$ cat src/rtl/mult_div_unit.sv
// Iterative unsigned multiply/divide unit for the execute stage.
// It produces one product or quotient bit per cycle into the HI/LO registers.
// A busy/done handshake lets the control path stall until the result is valid.
module mult_div_unit #(
   parameter int unsigned WIDTH = 32
) (
   input  logic             clk,
   input  logic             rst,
   input  logic             start,
   input  logic [5:0]       funct,
   input  logic [WIDTH-1:0] readData1,
   input  logic [WIDTH-1:0] readData2,
   output logic             busy,
   output logic             done,
   output logic [WIDTH-1:0] hi,
   output logic [WIDTH-1:0] lo,
   output logic             divByZero
);

   localparam logic [5:0]  FUNCT_MULT = 6'b011000;
   localparam logic [5:0]  FUNCT_DIV  = 6'b011010;
   localparam int unsigned CW         = $clog2(WIDTH) + 1;

   typedef enum logic [1:0] {
      S_IDLE,
      S_MUL,
      S_DIV,
      S_DONE
   } state_t;

   state_t             state_q, state_d;
   logic [CW-1:0]      cnt_q, cnt_d;
   logic [WIDTH-1:0]   opnd_q, opnd_d;      // multiplicand (mult) or divisor (div)
   logic [2*WIDTH-1:0] work_q, work_d;      // {upper, lower} shift-add / {rem, quo} restoring
   logic [WIDTH-1:0]   hi_q, hi_d;
   logic [WIDTH-1:0]   lo_q, lo_d;
   logic               dbz_q, dbz_d;

   logic               idle_or_done;
   logic               is_mult, is_div;
   logic               accept;
   logic               last_iter;
   logic [WIDTH:0]     mul_sum;
   logic [WIDTH:0]     div_partial;
   logic [WIDTH:0]     div_diff;
   logic [2*WIDTH-1:0] mul_step, div_step;

   assign idle_or_done = (state_q == S_IDLE) || (state_q == S_DONE);
   assign is_mult      = (funct == FUNCT_MULT);
   assign is_div       = (funct == FUNCT_DIV);
   assign accept       = start && idle_or_done && (is_mult || is_div);
   assign last_iter    = (cnt_q == CW'(WIDTH - 1));

   // One iteration of each algorithm, computed from the current work register
   always_comb begin
      // Shift-add: the multiplier sits in the lower half; its LSB selects the add,
      // and the carry out of the upper half is shifted back in from the top.
      mul_sum     = {1'b0, work_q[2*WIDTH-1:WIDTH]} + (work_q[0] ? {1'b0, opnd_q} : '0);
      mul_step    = {mul_sum, work_q[WIDTH-1:1]};
      // Restoring: shift the next dividend bit into the remainder, then trial-subtract.
      // The remainder is always below the divisor, so bit WIDTH of the difference is the borrow.
      div_partial = work_q[2*WIDTH-1:WIDTH-1];
      div_diff    = div_partial - {1'b0, opnd_q};
      div_step    = div_diff[WIDTH] ? {work_q[2*WIDTH-2:0], 1'b0}
                                    : {div_diff[WIDTH-1:0], work_q[WIDTH-2:0], 1'b1};
   end

   // State register and datapath registers
   always_ff @(posedge clk) begin
      if (rst) begin
         state_q <= S_IDLE;
         cnt_q   <= '0;
         opnd_q  <= '0;
         work_q  <= '0;
         hi_q    <= '0;
         lo_q    <= '0;
         dbz_q   <= 1'b0;
      end else begin
         state_q <= state_d;
         cnt_q   <= cnt_d;
         opnd_q  <= opnd_d;
         work_q  <= work_d;
         hi_q    <= hi_d;
         lo_q    <= lo_d;
         dbz_q   <= dbz_d;
      end
   end

   // Next-state logic
   always_comb begin
      state_d = state_q;
      unique case (state_q)
         S_IDLE, S_DONE: begin
            if (accept) begin
               if (is_mult)                state_d = S_MUL;
               else if (readData2 == '0)   state_d = S_DONE;
               else                        state_d = S_DIV;
            end else begin
               state_d = S_IDLE;
            end
         end
         S_MUL, S_DIV: begin
            if (last_iter) state_d = S_DONE;
         end
         default: state_d = S_IDLE;
      endcase
   end

   // Datapath next values: operand latch, iteration, and result commit
   always_comb begin
      cnt_d  = cnt_q;
      opnd_d = opnd_q;
      work_d = work_q;
      hi_d   = hi_q;
      lo_d   = lo_q;
      dbz_d  = dbz_q;
      if (accept) begin
         cnt_d = '0;
         dbz_d = 1'b0;
         if (is_mult) begin
            opnd_d = readData1;
            work_d = {{WIDTH{1'b0}}, readData2};
         end else if (readData2 == '0) begin
            hi_d  = readData1;
            lo_d  = '1;
            dbz_d = 1'b1;
         end else begin
            opnd_d = readData2;
            work_d = {{WIDTH{1'b0}}, readData1};
         end
      end else if ((state_q == S_MUL) || (state_q == S_DIV)) begin
         cnt_d  = cnt_q + CW'(1);
         work_d = (state_q == S_MUL) ? mul_step : div_step;
         if (last_iter) begin
            hi_d = work_d[2*WIDTH-1:WIDTH];
            lo_d = work_d[WIDTH-1:0];
         end
      end
   end

   // Outputs decoded from registered state only
   always_comb begin
      busy      = (state_q == S_MUL) || (state_q == S_DIV);
      done      = (state_q == S_DONE);
      hi        = hi_q;
      lo        = lo_q;
      divByZero = dbz_q;
   end

endmodule

$ cat config.mk
export PLATFORM = sky130hd
export DESIGN_NAME = mult_div_unit
export DESIGN_NICKNAME = d
export VERILOG_FILES = /design/src/rtl/mult_div_unit.sv
export SDC_FILE = /design/constraint.sdc
export NUM_CORES = 1
export LEC_CHECK = 0
export BUFFER_PORTS_ARGS = -buffer_cell sky130_fd_sc_hd__buf_2
export CAP_MARGIN = 20
export CORE_ASPECT_RATIO = 0.6
export CORE_MARGIN = 3
export CORE_UTILIZATION = 45
export DETAILED_ROUTE_END_ITERATION = 16
export GPL_ROUTABILITY_DRIVEN = 0
export PLACE_DENSITY = 0.67
export SKIP_CTS_REPAIR_TIMING = 1
export SLEW_MARGIN = 10
export SYNTH_ARGS = -nofsm -noshare
export SYNTH_HDL_FRONTEND = slang
export SYNTH_SLANG_ARGS = --single-unit
$ cat constraint.sdc
create_clock -name clk -period 8.33 [get_ports clk]
set_clock_uncertainty 0.1 [all_clocks]
set_input_delay 0.833 -clock clk [delete_from_list [all_inputs] [get_ports clk]]
set_output_delay 0.833 -clock clk [all_outputs]
set_load 0.05 [all_outputs]
======== Yosys cells after proc, flatten, opt, wreduce, memory -nomap -nowiden ========
Index checks and enable logic that the tools add are counted.
word-level totals
  input port bits ......................... 73
  flip-flop bits (word level) ............. 169
  logic and storage cells ................. 62
operators by class
  equal/unequal tests ..................... 11
  add/subtract/negate cells ............... 3
  reductions and logical operators ........ 15
  mux-type cells .......................... 26
operators by type and width
  kind                                                    number
  two-way mux 32 bit                                      13
  two-way mux 64 bit                                      6
  adder 32 x 32 -> 33 bit                                 1
  subtractor 33 x 32 -> 33 bit                            1
  zero test 32 bit                                        1
  == test 6 x 5 -> 1 bit (second input constant)          3
  adder 6 x 1 -> 6 bit (second input constant)            1
  two-way mux 2 bit                                       3
  inequality test 2 bit (second input constant)           3
  OR reduction 2 bit                                      3
  == test 2 bit (second input constant)                   2
  case mux 2 bit (2 select lines)                         1
  AND reduction 2 bit                                     2
  AND reduction 4 bit                                     1
  nonzero test 2 bit                                      2
  logical OR 1 bit                                        3
  two-way mux 1 bit                                       3
  inequality test 3 bit (second input constant)           1
  == test 2 x 1 -> 1 bit (second input constant)          1
  logical AND 1 bit                                       2
  zero test 2 bit                                         1
  inequality test 2 x 1 -> 1 bit (second input constant)  1

======== Longest topological paths before layout ========
  word-level depth ........................ 6
  gate-level depth with buffers ........... 15
  gate-level depth less buffers ........... 14

======== Worst setup path before layout ========
Ideal clock, no wire load.
  kind .................................... flip-flop to flip-flop
  start ................................... register work_q[0]
  end ..................................... register work_q[63]
  path slack .............................. 5048 ps
  arrival ................................. 3065 ps
  cell stages (with the launch flop) ...... 14
  buffers on the path ..................... 1
  setup time .............................. 117 ps
  path through ............................ dfxtp_1 clkbuf_1 and2_1 ha_1 a21oi_1 nor2_1 a211oi_2 a211oi_1 or3_4 a221o_1 a221o_1 a211oi_2 a21oi_1 a22o_1
between the ends
  word-level cells in the longest chain between the ends .. 5
ends and longest elaborated chain
  item                     RTL line  source
  start, declared          34        logic [2*WIDTH-1:0] work_q, work_d;
  start signal, assigned   82        work_q <= work_d;
  two-way mux 32 bit       58        mul_sum = {1'b0, work_q[2*WIDTH-1:WIDTH]} + (work_q[0] ? {1'b0, opnd_q} : '0);
  adder 32 x 32 -> 33 bit  58
  two-way mux 64 bit       133       work_d = (state_q == S_MUL) ? mul_step : div_step;
  two-way mux 64 bit       131       end else if ((state_q == S_MUL) || (state_q == S_DIV)) begin
  two-way mux 64 bit       117       if (accept) begin
No other way between the ends. The select of a mux whose other input is x is not followed.
A chain may end at the register's enable or synchronous reset.

======== Worst setup path after layout ========
  start ................................... register work_q[0]
  end ..................................... register hi_q[31], in the netlist hi[31]
between the ends
  word-level cells in the longest chain between the ends .. 6
ends and longest elaborated chain
  item                     RTL line  source
  two-way mux 32 bit       58
  adder 32 x 32 -> 33 bit  58
  two-way mux 64 bit       133
  two-way mux 32 bit       134       if (last_iter) begin
  two-way mux 32 bit       131
  two-way mux 32 bit       117
  end signal, assigned     83        hi_q <= hi_d;
  end, declared            35        logic [WIDTH-1:0] hi_q, hi_d;
No other way between the ends. The select of a mux whose other input is x is not followed.

==> summary.txt <==
Synthesis
  • Number of synthesized register bits: 169
  • FFs w/ async S/R, synth: 0%
  • Cell taking the most area after synthesis: dfxtp_1
  • Syn Inst Count: 1529
  • Largest family of logic cells by synthesized area: compound AO/OA/AOI/OAI gates
  • Post-Synth XOR/XNOR Area: slightly above 4%
  • Sequential fraction of the synthesis area: 29.0%
  • Post-synthesis compound-gate area fraction: 29.6%
  • Largest cells by area after synthesis: dfxtp_1 (29%), ha_1 (7.2%), nand2_1 (6.9%), a21oi_1 (5.3%), a311oi_1 (4.8%)
  • Simple-Gate Fraction of Synth Area: 21.9%
  • Yosys top cell area share: 29.0%
  • Post-synth EDFFs: 0
  • Yosys warnings: 0
  • Post-Synth Adder-Cell Area: 7.54%
  • Yosys cell types: 71
  • Mux share of post-synthesis cell area: 2.87%
  • Top_reg_cell synth: dfxtp_1
  • Synthesized Nets: between 1500 and 2000
  • Mapped cell area: 11700 um2
  • Syn avg cell area: 7.62 um2

CTS
  • Clock Tree Buf Depth: 2
  • CTS tree: built
  • Root Buffer Master: clkbuf_16
  • Clk slew on worst S/H paths: 0.07 ns
  • Num CTS Buffers: 17
  • Maximum level of the CTS H-tree: 4
  • CTS sink cnt: 169
  • Clock Latency Late Sink: 0.44 ns

Global routing
  • Largest net degree at the start of global routing: 90
  • GR Util All Layers: about 28%
  • Antenna violations before repair: 0
  • Vias in the first global route: 10800
  • First-pass GRT wire length: 60600 um
  • GRT Residual Overflow: 0

Worst setup path
  • Crit path DAT: 4.19 ns
  • Crit Path Category: register to register
  • Startpoint types: register
  • Largest stage delay, worst path: around 0.43 ns
  • Cells on worst reg2reg path: 15
  • CP Capture Type: register
  • FF-to-FF setup slack: 4.36 ns
  • Cell-by-cell trace of the critical path: buf_4 -> and2_1 -> ha_1 -> inv_1 -> fa_1 -> nand2b_1 -> a21oi_1 -> o21ai_1 -> a211oi_1 -> or3_4 -> a221o_1 -> a221o_1 -> a211oi_2 -> a211o_1 -> a21oi_1
  • CP startpoint: work_q[0]
  • Critical path peak fanout: 34
  • Highest-delay cell along the critical path: or3_4
  • Delay-heaviest family, CP: compound AO/OA/AOI/OAI gates
  • Required time of the critical path: 8.55 ns
  • Start of the worst register-to-register path: work_q[0]
  • Buf/Inv on CP: 2
  • R2R Path End: hi[31]

Job
  • Max-cap violation count: 0

STA
  • Slew margin rel.: 33.7%
  • Endpoints failing hold: 0
  • RSZ-0062 raised after global routing: false
  • Worst-margin pin slew: 0.991 ns
  • TNS Setup: 0 ns
  • FMAX: 252 MHz
  • Min Clock Period, post-route: 3.97 ns
  • Setup Viol. Count Final: 0
  • WHS: roughly 0.4 ns
  • Max Transition Viols Final: 0
  • Tcrit/Tclk final: a little under half

Die
  • DIE HEIGHT: 131 um
  • Cell Rows: 44
  • Initial Util: 46.9%
  • Die Wd: 214 um
  • Die area: 27900 um2
  • Core box area: 24800 um2
  • I/O Pins: 140

Power and ir drop
  • Switch share: 44.8%
  • Int Power: 0.00243 W
  • Comb power frac: 58.8%
  • Clock Power Share: 21.1%
  • Flop pwr share: 20.1%
  • Sw Pwr: 0.00197 W
  • Peak supply drop: approximately 0.45 mV
  • Power Density: ~330 nW/um2
  • Leakage: 5.60 nW

Drt
  • First-pass DRT Iterations: 6
  • Vias: 12100
  • Vias/cell: 6.20
  • DRC viols: 0
  • Antenna Nets Post-Route: 0
  • DR WL/cell: 20.0 um
  • Iteration-0 DRC Markers: 1385
  • DRT Wirelength: 39100 um

Finish
  • Area grow syn2layout: 13.7%
  • N_diodes: 0
  • Share of layout cells above drive strength 1: roughly 14%
  • Fin nets: 1739

Hold path
  • Hold path endpoint: lo[12]
  • Hold wc startpoint: lo[12]
  • Worst hold stages: 2
  • Worst hold path type: register to register

Place
  • HPWL after DPL: 28900 um
  • Port Buffer Count: 139

Run status
  • Status: completed
[worst min-delay path: cells and delay by family (launching register included)]
family / cells / cell delay, ns
flops: 1 / 0.31
simple gates: 1 / 0.09
compound gates: 1 / 0.05
[through the flow]
step | worst slack [ns] | power (W) | area, um2 | util, % | cells
after global placement | 4.13 | 0.00338 | 12500 | 50.4 | 1921
after floorplan | 5.05 | 0.00305 | 11700 | - | 1529
after detailed placement | 4.16 | 0.00342 | 12600 | 50.6 | 1923
after CTS | 4.40 | 0.00434 | 13300 | 53.4 | 1955
after global routing | 4.14 | 0.00464 | 13300 | 53.4 | 1955
final | 4.36 | 0.00440 | 13300 | 53.4 | 1955
[area by class of cell]
cell class,instances,area (um2)
sequential,169,3380
clock inverter,11,216
inverter,47,176
fill,2367,11600
timing repair buffer,152,828
clock buffer,21,470
tap,345,432
multi-input combinational,1210,7740
[flip-flops by register name, summed over array words and instances (netlist names)]
register   flops
cnt_q          6
divByZero      1
hi            32
lo            32
opnd_q        32
state_q        2
work_q        64
[placed cells by master (no fill, tap or decap), types with 4 or more instances in the layout]
cell and instances:
nand2_1 213, dfxtp_1 169, nor2_1 138, buf_2 138, a21oi_1 122, o21ai_0 89
a211oi_1 73, ha_1 66, a311oi_1 64, inv_1 46, nor2b_1 40, and2_1 37
xnor2_1 34, a21o_1 32, a31oi_1 29, nor3_1 23, and4_1 21, xor2_1 20
o211ai_1 19, mux2_2 19, nand3_1 17, clkbuf_16 17, mux2i_1 12, buf_4 12
nor4_1 10, nand2b_1 10, and3_1 9, a211o_1 9, o21ai_1 9, nand4_1 8
o21a_1 8, a22o_1 6, bufinv_16 6, a21boi_0 4, a221o_1 4
[synthesized netlist by cell type, drive strengths merged, types with 3 or more instances]
cell and count:
nand2 214, dfxtp 169, nor2 139, a21oi 124, o21ai 99, clkbuf 90, a211oi 77, ha 67
a311oi 64, inv 46, nor2b 41, and2 37, xnor2 34, a21o 33, a31oi 29, nor3 23
and4 21, xor2 20, mux2 19, o211ai 19, nand3 17, buf 13, mux2i 12, nand2b 11
nor4 11, and3 10, a211o 9, nand4 8, o21a 8, a22o 6, a21boi 5, a221o 4
o311ai 4, a31o 3, a32o 3, o211a 3, o21bai 3, o22ai 3, o31ai 3, or3 3
[worst max path at each step]
stage	end	slack, ns	depth (start not counted)
floorplan	work_q[63]	5.05	13
global placement	hi[16]	4.13	10
detailed placement	hi[16]	4.16	10
CTS	hi[31]	4.40	15
global route	hi[22]	4.14	8
finish	hi[31]	4.36	15
[per-layer routing]
metal  part of all wire (%)  wire [um]  track usage [%]
met3                    8.4       3260             5.11
met1                     48      18600             41.8
met4                    1.4        556             6.06
met2                     43      16600             40.4
met5                      0          0                0
[power groups by stage]
stage / sequential, W / combinational [W] / clock [W]
2_1_floorplan: 0.000896 / 0.00216 / 0
3_3_place_gp: 0.000902 / 0.00248 / 0
3_5_place_dp: 0.000902 / 0.00251 / 0
4_1_cts: 0.000885 / 0.00253 / 0.000931
5_1_grt: 0.000891 / 0.00279 / 0.000965
6_report: 0.000886 / 0.00258 / 0.000927
[cells by family (layout without fill, tap and decap cells)]
kind of cell    count (synthesis)  after routing
mux                            31             31
simple gates                  544            544
fa+ha+maj                      69             69
compound gates                512            512
buf+inv                       150            231
flops                         169            169
xor+xnor                       54             54
Power figures use the tool's default switching activity.
